$ cat src/rtl/cache_axi_pkg.sv
// Shared constants and types for the L2 data-cache <-> AXI-like port bridges
// (refill and write-back paths).
package cache_axi_pkg;

   localparam int DATA_W     = 64;
   localparam int BEATS      = 4;
   localparam int LINE_W     = DATA_W * BEATS;
   localparam int BEAT_BYTES = DATA_W / 8;
   localparam int LINE_BYTES = BEAT_BYTES * BEATS;

   localparam logic [63:0] LINE_MASK = ~64'(LINE_BYTES - 1);
   localparam logic [1:0]  LAST_BEAT = 2'(BEATS - 1);

   typedef logic [BEATS-1:0][DATA_W-1:0]     line_t;
   typedef logic [BEATS-1:0][BEAT_BYTES-1:0] strb_t;

   typedef enum logic [1:0] {IDLE, SEL, BEAT, DONE} wb_state_e;

   // The base is line aligned, so a beat offset never carries out of bits [4:3].
   function automatic logic [63:0] beat_addr(input logic [63:0] base, input logic [1:0] idx);
      return base + {59'd0, idx, 3'd0};
   endfunction

endpackage

$ cat src/rtl/dcache_wb_axi_if.sv
// Single-beat AXI-like write channel: the master presents a beat with AXI_WREQ,
// the slave accepts it with AXI_WASK.
interface dcache_wb_axi_if;
   import cache_axi_pkg::*;

   logic                  AXI_WREQ;
   logic                  AXI_WASK;
   logic [63:0]           AXI_WADDR;
   logic [DATA_W-1:0]     AXI_WDATA;
   logic [BEAT_BYTES-1:0] AXI_WMASK;

   modport master (
      output AXI_WREQ, AXI_WADDR, AXI_WDATA, AXI_WMASK,
      input  AXI_WASK
   );

   modport slave (
      input  AXI_WREQ, AXI_WADDR, AXI_WDATA, AXI_WMASK,
      output AXI_WASK
   );

endinterface

$ cat src/rtl/wb_beat_sel.sv
// Priority finder: lowest beat index >= start whose byte-strobe slice is nonzero.
// Kept standalone so an uncached store path can reuse it.
module wb_beat_sel
   import cache_axi_pkg::*;
(
   input  strb_t      strb,
   input  logic [1:0] start,
   output logic       found,
   output logic [1:0] idx
);

   // Scan from the top down so the lowest qualifying index is the last one written.
   always_comb begin
      found = 1'b0;
      idx   = start;
      for (int k = BEATS - 1; k >= 0; k--) begin
         if (k >= int'(start) && strb[k] != '0) begin
            found = 1'b1;
            idx   = 2'(k);
         end
      end
   end

endmodule

$ cat src/rtl/dcache_wb_axi.sv
// Write-back bridge: drains one dirty cache line as up to BEATS single-beat writes
// in ascending address order, skipping clean beats, then pulses l2_dcache_wask.
module dcache_wb_axi
   import cache_axi_pkg::*;
(
   input  logic                  clk,
   input  logic                  rst,
   input  logic                  dcache_l2_wreq,
   input  logic [63:0]           dcache_l2_waddr,
   input  logic [LINE_W-1:0]     dcache_l2_wdata,
   input  logic [LINE_BYTES-1:0] dcache_l2_wstrb,
   output logic                  l2_dcache_wask,
   output logic                  l2_dcache_busy,
   dcache_wb_axi_if.master       axi
);

   wb_state_e             state_q, state_d;
   logic [1:0]            idx_q, idx_d;
   logic [63:0]           base_q, base_d;
   line_t                 data_q, data_d;
   strb_t                 strb_q, strb_d;

   logic                  wreq_q, wreq_d;
   logic [63:0]           waddr_q, waddr_d;
   logic [DATA_W-1:0]     wdata_q, wdata_d;
   logic [BEAT_BYTES-1:0] wmask_q, wmask_d;
   logic                  wask_q, wask_d;
   logic                  busy_q, busy_d;

   logic                  load_beat;
   logic                  finish;
   logic [1:0]            search_start;
   logic                  sel_found;
   logic [1:0]            sel_idx;

   // In BEAT the current beat is already on the bus, so look past it.
   assign search_start = (state_q == BEAT) ? idx_q + 2'd1 : idx_q;

   wb_beat_sel u_beat_sel (
      .strb  (strb_q),
      .start (search_start),
      .found (sel_found),
      .idx   (sel_idx)
   );

   always_comb begin
      state_d   = state_q;
      idx_d     = idx_q;
      base_d    = base_q;
      data_d    = data_q;
      strb_d    = strb_q;
      wreq_d    = wreq_q;
      waddr_d   = waddr_q;
      wdata_d   = wdata_q;
      wmask_d   = wmask_q;
      wask_d    = 1'b0;
      busy_d    = busy_q;
      load_beat = 1'b0;
      finish    = 1'b0;

      case (state_q)
         IDLE: begin
            if (dcache_l2_wreq) begin
               base_d  = dcache_l2_waddr & LINE_MASK;
               data_d  = dcache_l2_wdata;
               strb_d  = dcache_l2_wstrb;
               idx_d   = 2'd0;
               busy_d  = 1'b1;
               state_d = SEL;
            end
         end
         SEL: begin
            if (sel_found) begin
               load_beat = 1'b1;
            end else begin
               finish = 1'b1;
            end
         end
         BEAT: begin
            if (wreq_q && axi.AXI_WASK) begin
               if (idx_q != LAST_BEAT && sel_found) begin
                  load_beat = 1'b1;
               end else begin
                  finish = 1'b1;
               end
            end
         end
         DONE: begin
            busy_d  = 1'b0;
            state_d = IDLE;
         end
         default: state_d = IDLE;
      endcase

      // A following beat replaces an accepted one in the same edge, so bursts have no bubbles.
      if (load_beat) begin
         wreq_d  = 1'b1;
         idx_d   = sel_idx;
         waddr_d = beat_addr(base_q, sel_idx);
         wdata_d = data_q[sel_idx];
         wmask_d = strb_q[sel_idx];
         state_d = BEAT;
      end

      if (finish) begin
         wreq_d  = 1'b0;
         wask_d  = 1'b1;
         state_d = DONE;
      end
   end

   always_ff @(posedge clk) begin
      if (rst) begin
         state_q <= IDLE;
         idx_q   <= '0;
         base_q  <= '0;
         data_q  <= '0;
         strb_q  <= '0;
         wreq_q  <= 1'b0;
         waddr_q <= '0;
         wdata_q <= '0;
         wmask_q <= '0;
         wask_q  <= 1'b0;
         busy_q  <= 1'b0;
      end else begin
         state_q <= state_d;
         idx_q   <= idx_d;
         base_q  <= base_d;
         data_q  <= data_d;
         strb_q  <= strb_d;
         wreq_q  <= wreq_d;
         waddr_q <= waddr_d;
         wdata_q <= wdata_d;
         wmask_q <= wmask_d;
         wask_q  <= wask_d;
         busy_q  <= busy_d;
      end
   end

   assign axi.AXI_WREQ   = wreq_q;
   assign axi.AXI_WADDR  = waddr_q;
   assign axi.AXI_WDATA  = wdata_q;
   assign axi.AXI_WMASK  = wmask_q;
   assign l2_dcache_wask = wask_q;
   assign l2_dcache_busy = busy_q;

endmodule

$ cat src/flat_wrapper.sv
// flat-port wrapper written by rule: the top's interface ports become plain ports
module dcache_wb_axi_flat import cache_axi_pkg::*;
  (clk, rst, dcache_l2_wreq, dcache_l2_waddr, dcache_l2_wdata, dcache_l2_wstrb, l2_dcache_wask, l2_dcache_busy, axi_AXI_WREQ, axi_AXI_WADDR, axi_AXI_WDATA, axi_AXI_WMASK, axi_AXI_WASK);
  dcache_wb_axi_if axi_i ();
  input  logic clk;
  input  logic rst;
  input  logic dcache_l2_wreq;
  input  logic [63:0] dcache_l2_waddr;
  input  logic [LINE_W-1:0] dcache_l2_wdata;
  input  logic [LINE_BYTES-1:0] dcache_l2_wstrb;
  output logic l2_dcache_wask;
  output logic l2_dcache_busy;
  output wire logic [$bits(axi_i.AXI_WREQ)-1:0] axi_AXI_WREQ;
  output wire logic [$bits(axi_i.AXI_WADDR)-1:0] axi_AXI_WADDR;
  output wire logic [$bits(axi_i.AXI_WDATA)-1:0] axi_AXI_WDATA;
  output wire logic [$bits(axi_i.AXI_WMASK)-1:0] axi_AXI_WMASK;
  input wire logic [$bits(axi_i.AXI_WASK)-1:0] axi_AXI_WASK;
  assign axi_AXI_WREQ = axi_i.AXI_WREQ;
  assign axi_AXI_WADDR = axi_i.AXI_WADDR;
  assign axi_AXI_WDATA = axi_i.AXI_WDATA;
  assign axi_AXI_WMASK = axi_i.AXI_WMASK;
  assign axi_i.AXI_WASK = axi_AXI_WASK;
  dcache_wb_axi u_core (.clk(clk), .rst(rst), .dcache_l2_wreq(dcache_l2_wreq), .dcache_l2_waddr(dcache_l2_waddr), .dcache_l2_wdata(dcache_l2_wdata), .dcache_l2_wstrb(dcache_l2_wstrb), .l2_dcache_wask(l2_dcache_wask), .l2_dcache_busy(l2_dcache_busy), .axi(axi_i));
endmodule
$ cat config.mk
export PLATFORM = sky130hd
export DESIGN_NAME = dcache_wb_axi_flat
export DESIGN_NICKNAME = d
export VERILOG_FILES = /design/src/rtl/cache_axi_pkg.sv /design/src/rtl/dcache_wb_axi_if.sv /design/src/rtl/wb_beat_sel.sv /design/src/rtl/dcache_wb_axi.sv /design/src/flat_wrapper.sv
export SDC_FILE = /design/constraint.sdc
export NUM_CORES = 1
export LEC_CHECK = 0
export ABC_CLOCK_PERIOD_IN_PS = 6350
export CAP_MARGIN = 20
export CORE_MARGIN = 3
export CORE_UTILIZATION = 30
export CTS_BUF_LIST = sky130_fd_sc_hd__clkbuf_16
export CTS_CLUSTER_SIZE = 12
export DETAILED_ROUTE_END_ITERATION = 8
export PLACE_DENSITY = 0.63
export SYNTH_ARGS = -nofsm -noshare
export SYNTH_HDL_FRONTEND = slang
export SYNTH_SLANG_ARGS = --single-unit
$ cat constraint.sdc
create_clock -name clk -period 6.35 [get_ports clk]
set_input_delay 0.635 -clock clk [delete_from_list [all_inputs] [get_ports clk]]
set_output_delay 0.635 -clock clk [all_outputs]
set_load 0.02 [all_outputs]
# After elaboration in Yosys (flattened, before gate mapping)
# Index checks and enable logic that the tools add are counted.
[totals]
reg_bits = 490
inputBits = 356
out_inout_bits = 139
word_cells = 79
[classes]
addsub = 2
order_cmp = 4
n_eq_ne = 6
muxes = 31
n_reduce_logical = 19
[op_table]
columns = ["operator", "count"]
rows = [
  ["$bmux W64 S2", 1],
  ["$add A64 B5 Y64", 1],
  ["$mux W64", 1],
  ["$reduce_bool A8 Y1", 4],
  ["$mux W2", 11],
  ["$bmux W8 S2", 1],
  ["$mux W1", 12],
  ["$mux W8", 1],
  ["$reduce_and A2 Y1", 4],
  ["$pmux W1 S2", 3],
  ["$reduce_bool A2 Y1", 3],
  ["$logic_and A1 B1 Y1", 5],
  ["$eq A2 B2 Y1 const B", 2],
  ["$ge A1 B2 Y1 const A", 2],
  ["$ne A2 B2 Y1 const B", 2],
  ["$ne A4 B2 Y1 const B", 1],
  ["$pmux W2 S2", 1],
  ["$reduce_bool A4 Y1", 1],
  ["$lt A2 B3 Y1 const B", 1],
  ["$add A2 B1 Y2 const B", 1],
  ["$eq A2 B1 Y1 const B", 1],
  ["$ge A2 B2 Y1 const A", 1],
  ["$logic_not A2 Y1", 1],
  ["$reduce_or A2 Y1", 1],
]

# Logic depth before layout (Yosys ltp)
# Gate-level depths: netlist of run 1.
[depth]
ltp_word = 13
mapped_depth = 12
mapped_depth_nobuf = 8

# Hierarchy
# A second synthesis of run 1 with hierarchy kept.
[hier_totals]
cells_unflattened = 2243
area_unflattened_um2 = 18659.1
[by_module_without_submodules]
columns = ["module", "instances", "cells_per_inst", "area_per_inst_um2", "seq_area_each_um2"]
rows = [
  ["dcache_wb_axi", 1, 2220, 18469.0, 9749.4],
  ["wb_beat_sel", 1, 23, 190.2, 0.0],
]

# Worst setup path after synthesis of run 1
# Ideal clock, no wire load.
[synth_path]
path_kind = "reg2reg"
from = "register u_core.state_q[0]"
to = "register u_core.wdata_q[53], in the netlist u_core.axi.AXI_WDATA[53]"
setup_time_ns = 0.086
t_arrival_ns = 2.227
t_required_ns = 6.264
slack_ns = 4.038
stages_incl_launch_ff = 13
n_path_buf = 4
period_less_slack_ns = 2.312
cell_sequence = "dfxtp_1 -> inv_1 -> ha_1 -> mux2i_1 -> a21boi_2 -> o21bai_2 -> buf_4 -> nand2b_1 -> buf_2 -> buf_6 -> buf_2 -> nor2_1 -> a211oi_1"
[synth_between]
elab_chain_len = 11
[synth_rtl]
columns = ["element", "line_no", "text"]
rows = [
  ["start: declaration", "dcache_wb_axi.sv:17", "wb_state_e state_q, state_d;"],
  ["start signal: assignment", "dcache_wb_axi.sv:126", "state_q <= state_d;"],
  ["$eq A2 B2 Y1", "dcache_wb_axi.sv:37, dcache_wb_axi.sv:61", ""],
  ["$mux W2", "dcache_wb_axi.sv:37", "assign search_start = (state_q == BEAT) ? idx_q + 2'd1 : idx_q;"],
  ["$ge A2 B2 Y1", "wb_beat_sel.sv:17", "if (k >= int'(start) && strb[k] != '0) begin"],
  ["$logic_and A1 B1 Y1", "wb_beat_sel.sv:17", ""],
  ["$mux W1 (3 in a row)", "wb_beat_sel.sv:17", ""],
  ["$logic_and A1 B1 Y1", "dcache_wb_axi.sv:81", "if (idx_q != LAST_BEAT && sel_found) begin"],
  ["$mux W1", "dcache_wb_axi.sv:81", ""],
  ["$mux W1", "dcache_wb_axi.sv:80", "if (wreq_q && axi.AXI_WASK) begin"],
  ["$pmux W1 S2", "dcache_wb_axi.sv:61", "case (state_q)"],
  ["end signal: assignment", "dcache_wb_axi.sv:133", "wdata_q <= wdata_d;"],
  ["end: declaration", "dcache_wb_axi.sv:25", "logic [DATA_W-1:0] wdata_q, wdata_d;"],
]
# Parallel ways exist; a longest one is shown, timed or not. The select of a mux whose other input is x is not followed.
# A chain may end at the register's enable or synchronous reset.

# Final worst setup path of run 1
[layout_path]
from = "register u_core.state_q[0]"
to = "register u_core.wdata_q[35], in the netlist u_core.axi.AXI_WDATA[35]"
# The elaborated chain is that of the path after synthesis.

==> results of run 1 <==
[layout by cell type, fill, tap and decap left out, drive strengths merged, types with 4 or more instances in the layout]
cell / synthesis / final
buf: 77 / 23
clkinv: 0 / 21
diode: 0 / 13
nand3: 130 / 130
clkbuf: 138 / 57
nor2: 73 / 73
o221ai: 64 / 64
inv: 4 / 21
a211oi: 73 / 73
a21oi: 412 / 412
clkdlybuf4s50: 0 / 485
ha: 5 / 5
o211ai: 67 / 67
a221oi: 8 / 8
dfxtp: 487 / 487
o21bai: 9 / 9
o21a: 8 / 8
nand2: 819 / 819
nor4: 4 / 4
o21ai: 18 / 18
or4: 4 / 4
[through the flow]
step	util, %	setup slack [ns]	cells
4_1_cts	41.74	2.679	3653
6_report	41.82	2.648	3667
3_3_place_gp	38.99	2.730	3552
2_1_floorplan	-	4.038	2423
5_1_grt	41.81	2.420	3664
3_5_place_dp	38.99	2.712	3552
[Yosys cell counts, drive strengths merged, types with 5 or more instances]
cell type and count:
buf 77, nand3 130, o21bai 9, ha 5
o21ai 18, nor2 73, dfxtp 487, a211oi 73
clkbuf 138, o21a 8, a21oi 412, nand2 819
a221oi 8, o221ai 64, o211ai 67
[state kept, by name (all words and copies together) (netlist names)]
register and count:
u_core.axi.AXI_WADDR 61, u_core.axi.AXI_WDATA 64, u_core.axi.AXI_WMASK 8, u_core.axi.AXI_WREQ 1, u_core.base_q 59, u_core.data_q 256
u_core.idx_q 2, u_core.l2_dcache_busy 1, u_core.l2_dcache_wask 1, u_core.state_q 2, u_core.strb_q 32
[power groups by stage]
stage	combinational (mW)	sequential (mW)	clock, mW
2_1_floorplan	3.24	4.00	0
3_3_place_gp	4.76	3.95	0
3_5_place_dp	4.80	3.96	0
4_1_cts	4.81	3.90	3.14
5_1_grt	5.28	3.96	3.25
6_report	4.76	3.90	3.04
[worst min-delay path, cell delays in order, from the launching register on]
cell and delay, ns:
dfxtp_1 0.31, nand2_1 0.05, a21oi_1 0.05
[final cells by class]
cell class / count / area share (%)
Timing Repair Buffer: 508 / 19.57
Antenna cell: 13 / 0.1249
Clock buffer: 57 / 5.476
Sequential cell: 487 / 37.43
Inverter: 4 / 0.05764
Multi-Input combinational cell: 1717 / 32.24
Clock inverter: 44 / 1.090
Tap cell: 837 / 4.020
[final timing paths]
kind	from	end	slack [ns]	cells past startpoint
max	u_core.state_q[0]	u_core.axi.AXI_WDATA[35]	2.65	8
min reg2reg	u_core.axi.AXI_WADDR[37]	u_core.axi.AXI_WADDR[37]	0.45	2
max reg2reg	u_core.state_q[0]	u_core.axi.AXI_WDATA[35]	2.65	8
min	u_core.axi.AXI_WADDR[37]	u_core.axi.AXI_WADDR[37]	0.45	2
[layer usage]
metal	GRT usage [%]	vias to the layer above
li1	-	9002
met1	24.47	8522
met2	33.30	477
met3	4.560	107
met4	6.671	10
met5	0	-
[kinds of logic after synthesis]
group                    share of synthesized area, %
other                                         0.01968
AO/OA/AOI/OAI                                   21.34
XOR/XNOR                                      0.04596
adder cells (fa/ha/maj)                        0.3282
AND/OR/NAND/NOR                                 21.81
buffers and inverters                           5.245
flip-flops                                      51.15
multiplexers                                  0.05252
==> run summary, run 1 <==
Logic synthesis
- **Unique masters post-synth** 45
- **Most used DFF post-synth** dfxtp_1
- **synthesized area divided by synthesized cell count** 7.873 µm²
- **flip-flop and latch count after synthesis** 487
- **top post-synthesis cells by area** dfxtp_1, nand2_1, a21oi_1, nand3_1, o221ai_1
- **Post-Synthesis Cell Area** 0.01906 mm²
- **cells after synthesis** 2421
- **cell type with the largest total area after synthesis** dfxtp_1
- **Synth Warn #** 0
- **register area share after synthesis** 51.15%
- **post-synthesis async set-or-reset flop share** 0%
- **area share of the largest cell type after synthesis** 51.15%
- **Post-synth EDFFs** 0

Route
- **DR top layer** met5
- **length of routed met2 wiring** 32.81 mm
- **routed vias** 18120
- **routed wire length per instance** 18.53 µm
- **detailed-route DRC error count** 0
- **mean number of vias per cell** 4.941
- **met3 layer wire length in the routed design** 4.496 mm
- **drt total wl** 67.96 mm
- **remaining antenna violation count** 0
- **First-pass DRT Iterations** 5
- **detailed-routing wirelength on met1** 28.70 mm
- **DRC marker count from the first detailed-route iteration** 1321

Cells and area
- **cell area after layout** 0.02605 mm²
- **total number of nets in the final design** 3134
- **fraction of final layout cells sized beyond drive strength 1** 4.047%
- **multi-input gate area in the final layout** 0.008397 mm²
- **footprint of the flip-flops and latches** 0.009749 mm²
- **area overhead of the layout relative to synthesis** 36.67%
- **number of filler cells placed in the layout** 6448

Power
- **Peak supply drop** 0.6945 mV
- **Design Power** 11.70 mW
- **switching share of total power** 40.51%
- **Static Leak** 8.965 nW
- **Clock Power Share** 26.0%
- **share of total power in combinational logic** 40.7%
- **Internal Dissipation** 6.957 mW
- **sequential cell fraction of total power** 33.3%
- **power dissipated by switching net loads** 4.738 mW
- **Power per Cell Area** 449.0 mW/mm²

Worst setup path
- **crit path capture type** flop
- **largest delay contributor family on the critical path** compound AO/OA/AOI/OAI gates
- **largest fanout of any net on the critical path** 64
- **list of cells traversed by the critical path** inv_1, ha_1, xnor2_1, a311oi_2, o31ai_4, buf_4, o221ai_1, a211oi_1
- **critical path buffer and inverter count** 2
- **Req. time, crit path** 6.83 ns
- **critical path type** reg -> reg
- **Arrival @ worst endpoint** 4.18 ns
- **CP Launch Type** flop
- **critical path's slowest cell** buf_4
- **delay of the slowest cell on the worst path** 0.87 ns

STA
- **Setup Skew** 0.02248 ns
- **post-route worst hold slack** 0.4468 ns
- **normalized max-slew margin** 16.04%
- **setup repair after global routing missed its margin** no
- **total of endpoints with negative setup slack in the final report** 0
- **transition time at the pin with the least slew margin** 1.259 ns
- **Fmax achieved** 270.1 MHz
- **post-route fraction of the period consumed by the critical path** 58.30%
- **TNS Setup** 0 ns
- **final critical path time including I/O delays and setup** 3.702 ns
- **number of hold-slack violations in the final timing report** 0
- **max-slew violation count** 0

Clocking
- **largest buffer count on any clock path** 3
- **clock transition time at the flip-flop clock pins of the worst setup and hold paths** 0.06 ns
- **latest clock arrival within the worst-skew pair** 0.60 ns
- **total of cells resized after clock tree synthesis** 0
- **Root Driver** clkbuf_16
- **Sink Count** 487
- **total clock buffers created by CTS** 55
- **total of hold buffers inserted after clock tree synthesis** 0
- **H-tree lvl count** 2
- **Post-CTS Repair Setup Buffers** 0
- **CTS tree** built

Floorplan
- **die area** 0.06659 mm²
- **Placeable Area** 0.06228 mm²
- **initial core utilization** 30.60%
- **width of the die** 258.1 µm
- **Top-Level Pins** 495
- **Row Count** 91
- **die extent in y** 258.1 µm

Global route
- **All-Layer GR Usage** 19.63%
- **initial antenna violation count** 20
- **sum of overflow across all layers after global routing** 0
- **pin count of the biggest net entering global routing** 204
- **global-route wire length before repair** 104.2 mm
- **number of global-route vias before repair** 17730

Placed design
- **Final Wtd Congestion** 0.7990
- **number of buffer cells added on primary ports** 486
- **HPWL Detailed** 42.39 mm
- **post-place instance area** 0.02429 mm²

Job
- **max-capacitance violation count** 0

Hold path
- **type of the worst min-delay path** reg -> reg

Run status
- **result of the run** complete, no violations

Note: power is estimated with default switching activity, not from simulation.
==> run 2: changes to the inputs <==
- ABC_CLOCK_PERIOD_IN_PS: 6350 -> 3050
- PLACE_DENSITY: 0.63 -> 0.65
- clock period: 6.35 -> 3.05 ns (I/O delays scaled with it)
==> run 2 against run 1 <==
Setup slack got worse by 2.4 ns. Clock-buffer cell count decreased by 2. Sequential power is 110% higher. Register-to-register slack got worse by 2.4 ns. Critical path depth grew 1. Via count is 2.3% higher. Combinational power grew 120%. Worst hold slack got worse by 0.30 ns. Sequential cell count is the same. Critical endpoint is now u_core.axi.AXI_WDATA[53]. Fmax is 33% higher.
==> run summary, run 2 (synthesized netlist as in run 1, its figures left out) <==
Run status
- **result of the run** complete, no violations, unchanged

Floorplan
- **die area** 0.06659 mm², unchanged
- **Placeable Area** 0.06228 mm², unchanged
- **width of the die** 258.1 µm, unchanged
- **die extent in y** 258.1 µm, unchanged
- **initial core utilization** 30.60%, unchanged
- **Top-Level Pins** 495, unchanged
- **Row Count** 91, unchanged

STA
- **final critical path time including I/O delays and setup** 2.792 ns, was 3.702 ns
- **total of endpoints with negative setup slack in the final report** 0, unchanged
- **TNS Setup** 0 ns, unchanged
- **normalized max-slew margin** 56.02%, was 16.04%
- **Setup Skew** 0.01847 ns, was 0.02248 ns
- **transition time at the pin with the least slew margin** 0.6596 ns, was 1.259 ns
- **Fmax achieved** 358.1 MHz, was 270.1 MHz
- **post-route worst hold slack** 0.1427 ns, was 0.4468 ns
- **setup repair after global routing missed its margin** no, unchanged
- **max-slew violation count** 0, unchanged
- **post-route fraction of the period consumed by the critical path** 91.55%, was 58.30%
- **number of hold-slack violations in the final timing report** 0, unchanged

Job
- **max-capacitance violation count** 0, unchanged

Placed design
- **number of buffer cells added on primary ports** 486, unchanged
- **Final Wtd Congestion** 0.8093, was 0.7990
- **HPWL Detailed** 44.63 mm, was 42.39 mm
- **placed instance count** 3580, was 3552

Cells and area
- **flip-flop count of the largest register, all copies and words added** 256, unchanged
- **most frequent cells in the layout** nand2_1, dfxtp_1, clkdlybuf4s50_1, unchanged
- **area overhead of the layout relative to synthesis** 39.06%, was 36.67%
- **fraction of final layout cells sized beyond drive strength 1** 4.937%, was 4.047%
- **largest register by flop count** u_core.data_q, unchanged
- **total number of nets in the final design** 3160, was 3134
- **leading cell type in the layout, fill and taps excluded** nand2_1, unchanged
- **final cell utilization of the core** 42.56%, was 41.82%
- **final standard cell count with taps included and fillers excluded** 3683, was 3667

Worst setup path
- **number of cells traversed by the worst register-to-register path** 9, was 8
- **critical path type** reg -> reg, unchanged
- **list of cells traversed by the critical path** inv_1, ha_1, mux2i_1, a21boi_2, o21bai_4, nand2b_4, buf_12, nor2_1, a211oi_1, was inv_1, ha_1, xnor2_1, a311oi_2, o31ai_4, buf_4, o221ai_1, a211oi_1
- **crit path capture type** flop, unchanged
- **CP Launch Type** flop, unchanged
- **critical path's slowest cell** a21boi_2, was buf_4
- **worst flop-to-flop path startpoint** u_core.state_q[0], unchanged
- **terminus of the critical flop-to-flop path** u_core.axi.AXI_WDATA[53], was u_core.axi.AXI_WDATA[35]
- **Req. time, crit path** 3.54 ns, was 6.83 ns
- **Register-to-Register Setup Slack** 0.26 ns, was 2.65 ns
- **delay of the slowest cell on the worst path** 0.44 ns, was 0.87 ns
- **Arrival @ worst endpoint** 3.28 ns, was 4.18 ns
- **largest fanout of any net on the critical path** 95, was 64

Route
- **DRC marker count from the first detailed-route iteration** 1428, was 1321
- **drt total wl** 68.23 mm, was 67.96 mm
- **routed wire length per instance** 18.53 µm, about the same
- **detailed-route DRC error count** 0, unchanged
- **routed vias** 18540, was 18120
- **First-pass DRT Iterations** 5, unchanged
- **mean number of vias per cell** 5.033, was 4.941
- **remaining antenna violation count** 0, unchanged

Global route
- **pin count of the biggest net entering global routing** 98, was 204
- **global routing usage on met3** 4.717%, was 4.560%
- **global-route wire length before repair** 103.8 mm, was 104.2 mm
- **routing usage on met1** 25.12%, was 24.47%
- **sum of overflow across all layers after global routing** 0, unchanged
- **initial antenna violation count** 16, was 20
- **All-Layer GR Usage** 19.55%, was 19.63%
- **GR Layer Usage met2** 32.34%, was 33.30%
- **number of global-route vias before repair** 17650, was 17730
- **global routing's busiest layer** met2, unchanged

Clocking
- **Post-CTS Repair Setup Buffers** 0, unchanged
- **total clock buffers created by CTS** 54, was 55
- **CTS tree** built, unchanged
- **total of hold buffers inserted after clock tree synthesis** 0, unchanged
- **Sink Count** 487, unchanged
- **Root Driver** clkbuf_16, unchanged
- **clock transition time at the flip-flop clock pins of the worst setup and hold paths** 0.06 ns, about the same
- **largest buffer count on any clock path** 3, unchanged
- **total of cells resized after clock tree synthesis** 0, unchanged
- **H-tree lvl count** 2, unchanged
- **latest clock arrival within the worst-skew pair** 0.58 ns, was 0.60 ns

Power
- **Design Power** 25.11 mW, was 11.70 mW
- **Peak supply drop** 0.7166 mV, was 0.6945 mV
- **Static Leak** 9.185 nW, was 8.965 nW
- **Power per Cell Area** 947.4 mW/mm², was 449.0 mW/mm²

Hold path
- **Worst Hold Endpoint** u_core.data_q[43], was u_core.axi.AXI_WADDR[37]
- **Min-Delay Path Depth** 2, unchanged
- **type of the worst min-delay path** in -> reg, was reg -> reg
- **launch point of the worst hold path** rst, was u_core.axi.AXI_WADDR[37]

## run 2: metal layers
metal	vias up	part of all wire (%)
li1	9033	-
met3	113	7.0
met1	8830	43
met4	12	2.4
met5	-	0.098
met2	547	48
## run 2: through the flow
stage,setup slack [ns],instance area [µm²]
3_3_place_gp,0.3944,24780
6_report,0.2577,26500
5_1_grt,0.02965,26490
3_5_place_dp,0.3083,24780
2_1_floorplan,0.7376,19070
4_1_cts,0.2692,26480
## run 2: power by group
group,switching [mW],total (mW),internal [mW]
clock network,2.62,6.36,3.74
registers,0.626,8.11,7.49
logic,6.73,10.6,3.90
## run 2: area by class of cell
class / instances / area [µm²]
fillers: 6367 / 35780
flip-flops and latches: 487 / 9749
multi-input cells: 1717 / 8397
repair buffers: 535 / 5575
clock buffers: 55 / 1376
well taps: 837 / 1047
clock inverters: 38 / 319.1
diodes: 10 / 25.02
inverters: 4 / 15.01
## run 2: worst max-delay path by stage
stage	startpoint	end	slack, ns	depth (start not counted)
5_1_grt	u_core.state_q[0]	u_core.axi.AXI_WDATA[1]	0.03	9
3_5_place_dp	u_core.state_q[0]	u_core.axi.AXI_WDATA[8]	0.31	9
6_report	u_core.state_q[0]	u_core.axi.AXI_WDATA[53]	0.26	9
4_1_cts	u_core.state_q[0]	u_core.axi.AXI_WDATA[1]	0.27	9
2_1_floorplan	u_core.state_q[0]	u_core.axi.AXI_WDATA[53]	0.74	12
3_3_place_gp	u_core.state_q[0]	u_core.axi.AXI_WDATA[25]	0.39	9
## run 2: critical path, delay by kind of cell (launching register included)
| kind | cells | cell delay (ns) |
|---|---|---|
| AO/OA/AOI/OAI | 3 | 0.86 |
| buffers and inverters | 2 | 0.43 |
| multiplexers | 1 | 0.36 |
| flip-flops | 1 | 0.34 |
| adder cells (fa/ha/maj) | 1 | 0.28 |
| AND/OR/NAND/NOR | 2 | 0.23 |
==> run 3: changes to the inputs <==
- CTS_CLUSTER_DIAMETER: unset -> 50
- HOLD_SLACK_MARGIN: unset -> 0.1
==> run 3 against run 2 <==
Register-to-register slack worse by 0.02 ns. Clock-buffer cell count is 4 higher. Clock skew is 0.0043 ns lower. Combinational power hardly changed. Largest power group unchanged. Power is 1.7% higher. Largest cell class unchanged.
==> run summary, run 3 (synthesized netlist as in run 1, its figures left out) <==
Clocking
- **clock transition time at the flip-flop clock pins of the worst setup and hold paths** 0.06 ns, about the same
- **total of cells resized after clock tree synthesis** 0, unchanged
- **latest clock arrival within the worst-skew pair** 0.60 ns, was 0.58 ns
- **total clock buffers created by CTS** 58, was 54
- **largest buffer count on any clock path** 3, unchanged
- **total of hold buffers inserted after clock tree synthesis** 0, unchanged
- **H-tree lvl count** 2, unchanged
- **Post-CTS Repair Setup Buffers** 0, unchanged
- **Root Driver** clkbuf_16, unchanged
- **Sink Count** 487, unchanged
- **CTS tree** built, unchanged

Floorplan
- **Placeable Area** 0.06228 mm², unchanged
- **Row Count** 91, unchanged
- **Top-Level Pins** 495, unchanged
- **die extent in y** 258.1 µm, unchanged
- **die area** 0.06659 mm², unchanged
- **initial core utilization** 30.60%, unchanged
- **width of the die** 258.1 µm, unchanged

Power
- **Internal Dissipation** 15.41 mW, was 15.13 mW
- **Static Leak** 9.229 nW, was 9.185 nW
- **power dissipated by switching net loads** 10.13 mW, was 9.983 mW
- **Power per Cell Area** 958.5 mW/mm², was 947.4 mW/mm²
- **share of total power in combinational logic** 41.6%, was 42.4%
- **Clock Power Share** 26.6%, was 25.3%
- **Peak supply drop** 0.7120 mV, was 0.7166 mV
- **Design Power** 25.54 mW, was 25.11 mW
- **switching share of total power** 39.68%, was 39.76%
- **sequential cell fraction of total power** 31.8%, was 32.3%

Cells and area
- **largest register by flop count** u_core.data_q, unchanged
- **most frequent cells in the layout** nand2_1, dfxtp_1, clkdlybuf4s50_1, unchanged
- **footprint of the flip-flops and latches** 0.009749 mm², unchanged
- **total number of nets in the final design** 3164, was 3160
- **fraction of final layout cells sized beyond drive strength 1** 5.395%, was 4.937%
- **number of filler cells placed in the layout** 6341, was 6367
- **final cell utilization of the core** 42.78%, was 42.56%
- **multi-input gate area in the final layout** 0.008397 mm², unchanged
- **leading cell type in the layout, fill and taps excluded** nand2_1, unchanged
- **area overhead of the layout relative to synthesis** 39.79%, was 39.06%
- **flip-flop count of the largest register, all copies and words added** 256, unchanged

Worst setup path
- **CP Launch Type** flop, unchanged
- **crit path capture type** flop, unchanged
- **critical path type** reg -> reg, unchanged
- **Arrival @ worst endpoint** 3.32 ns, was 3.28 ns
- **largest fanout of any net on the critical path** 38, was 95
- **Req. time, crit path** 3.56 ns, was 3.54 ns

Route
- **remaining antenna violation count** 0, unchanged
- **routed wire length per instance** 18.54 µm, was 18.53 µm
- **mean number of vias per cell** 5.057, was 5.033
- **routed vias** 18610, was 18540
- **drt total wl** 68.24 mm, was 68.23 mm
- **detailed-route DRC error count** 0, unchanged
- **First-pass DRT Iterations** 7, was 5
- **DRC marker count from the first detailed-route iteration** 1480, was 1428

Placed design
- **Final Wtd Congestion** 0.8093, unchanged
- **HPWL Detailed** 44.63 mm, unchanged
- **number of buffer cells added on primary ports** 486, unchanged

STA
- **Fmax achieved** 355.3 MHz, was 358.1 MHz
- **transition time at the pin with the least slew margin** 0.6544 ns, was 0.6596 ns
- **final critical path time including I/O delays and setup** 2.815 ns, was 2.792 ns
- **total of endpoints with negative setup slack in the final report** 0, unchanged
- **number of hold-slack violations in the final timing report** 0, unchanged
- **Setup Skew** 0.01420 ns, was 0.01847 ns
- **TNS Setup** 0 ns, unchanged
- **post-route fraction of the period consumed by the critical path** 92.28%, was 91.55%
- **max-slew violation count** 0, unchanged
- **normalized max-slew margin** 56.37%, was 56.02%
- **setup repair after global routing missed its margin** no, unchanged

Global route
- **sum of overflow across all layers after global routing** 0, unchanged
- **pin count of the biggest net entering global routing** 98, unchanged
- **number of global-route vias before repair** 17680, was 17650
- **All-Layer GR Usage** 19.59%, was 19.55%
- **initial antenna violation count** 14, was 16
- **global-route wire length before repair** 103.8 mm, about the same

Hold path
- **type of the worst min-delay path** in -> reg, unchanged

Run status
- **result of the run** complete, no violations, unchanged

Job
- **max-capacitance violation count** 0, unchanged

-- run 3: cell types whose count changed in the layout (fill, tap and decap cells not counted) --
cell	previous run	this run
clkbuf_16	55	59
clkinv_2	7	4
clkinvlp_4	0	2
clkinv_1	13	6
inv_6	2	9
diode_2	10	7
inv_1	14	8
inv_8	0	3
-- run 3: critical path, stage by stage, from the launching register on --
cell and delay (ns):
dfxtp_1 0.41, inv_1 0.09, ha_1 0.28, mux2i_1 0.31, a21boi_2 0.45, o21bai_4 0.20
nand2b_4 0.12, buf_4 0.49, nor2_1 0.09, a211oi_1 0.24
-- run 3: final timing paths --
check / start / endpoint / slack, ns / depth (start not counted)
worst min register to register: u_core.axi.AXI_WADDR[21] / u_core.axi.AXI_WADDR[21] / 0.45 / 2
worst max register to register: u_core.state_q[0] / u_core.axi.AXI_WDATA[14] / 0.24 / 9
worst min-delay path: rst / u_core.data_q[43] / 0.12 / 2
worst max-delay path: u_core.state_q[0] / u_core.axi.AXI_WDATA[14] / 0.24 / 9
-- run 3: final cells by class --
cell class                 instances  area share [%]
clock buffer                      59           5.541
multi-input combinational       1717           31.52
inverter                           4         0.05635
clock inverter                    34           1.371
timing repair buffer             535           20.93
tap                              837           3.931
antenna                            7         0.06575
sequential                       487           36.59
-- run 3: stage by stage --
step                      instance area (µm²)  worst slack [ns]  hold WS (ns)  cells
after floorplan                         19070            0.7376        0.4362   2423
after global placement                  24780            0.3944        0.4381   3580
after detailed placement                24780            0.3083        0.4440   3580
after CTS                               26630            0.2755        0.1132   3673
after global routing                    26630           0.01715        0.1325   3676
final                                   26640            0.2354        0.1198   3680
-- run 3: layer usage --
layer	track usage, %	wire length [µm]	up-vias
met2	32.69	32580	588
met4	5.966	1764	12
met1	24.94	28710	8866
met5	0	66	-
met3	4.884	5116	113
li1	-	-	9032
-- run 3: power by group through the flow --
stage          logic [mW]  clock network, mW  registers [mW]
2_1_floorplan        6.74                  0            8.33
3_3_place_gp         10.6                  0            8.21
3_5_place_dp         10.7                  0            8.23
4_1_cts              10.7               6.99            8.11
5_1_grt              11.7               7.22            8.23
6_report             10.6               6.79            8.12
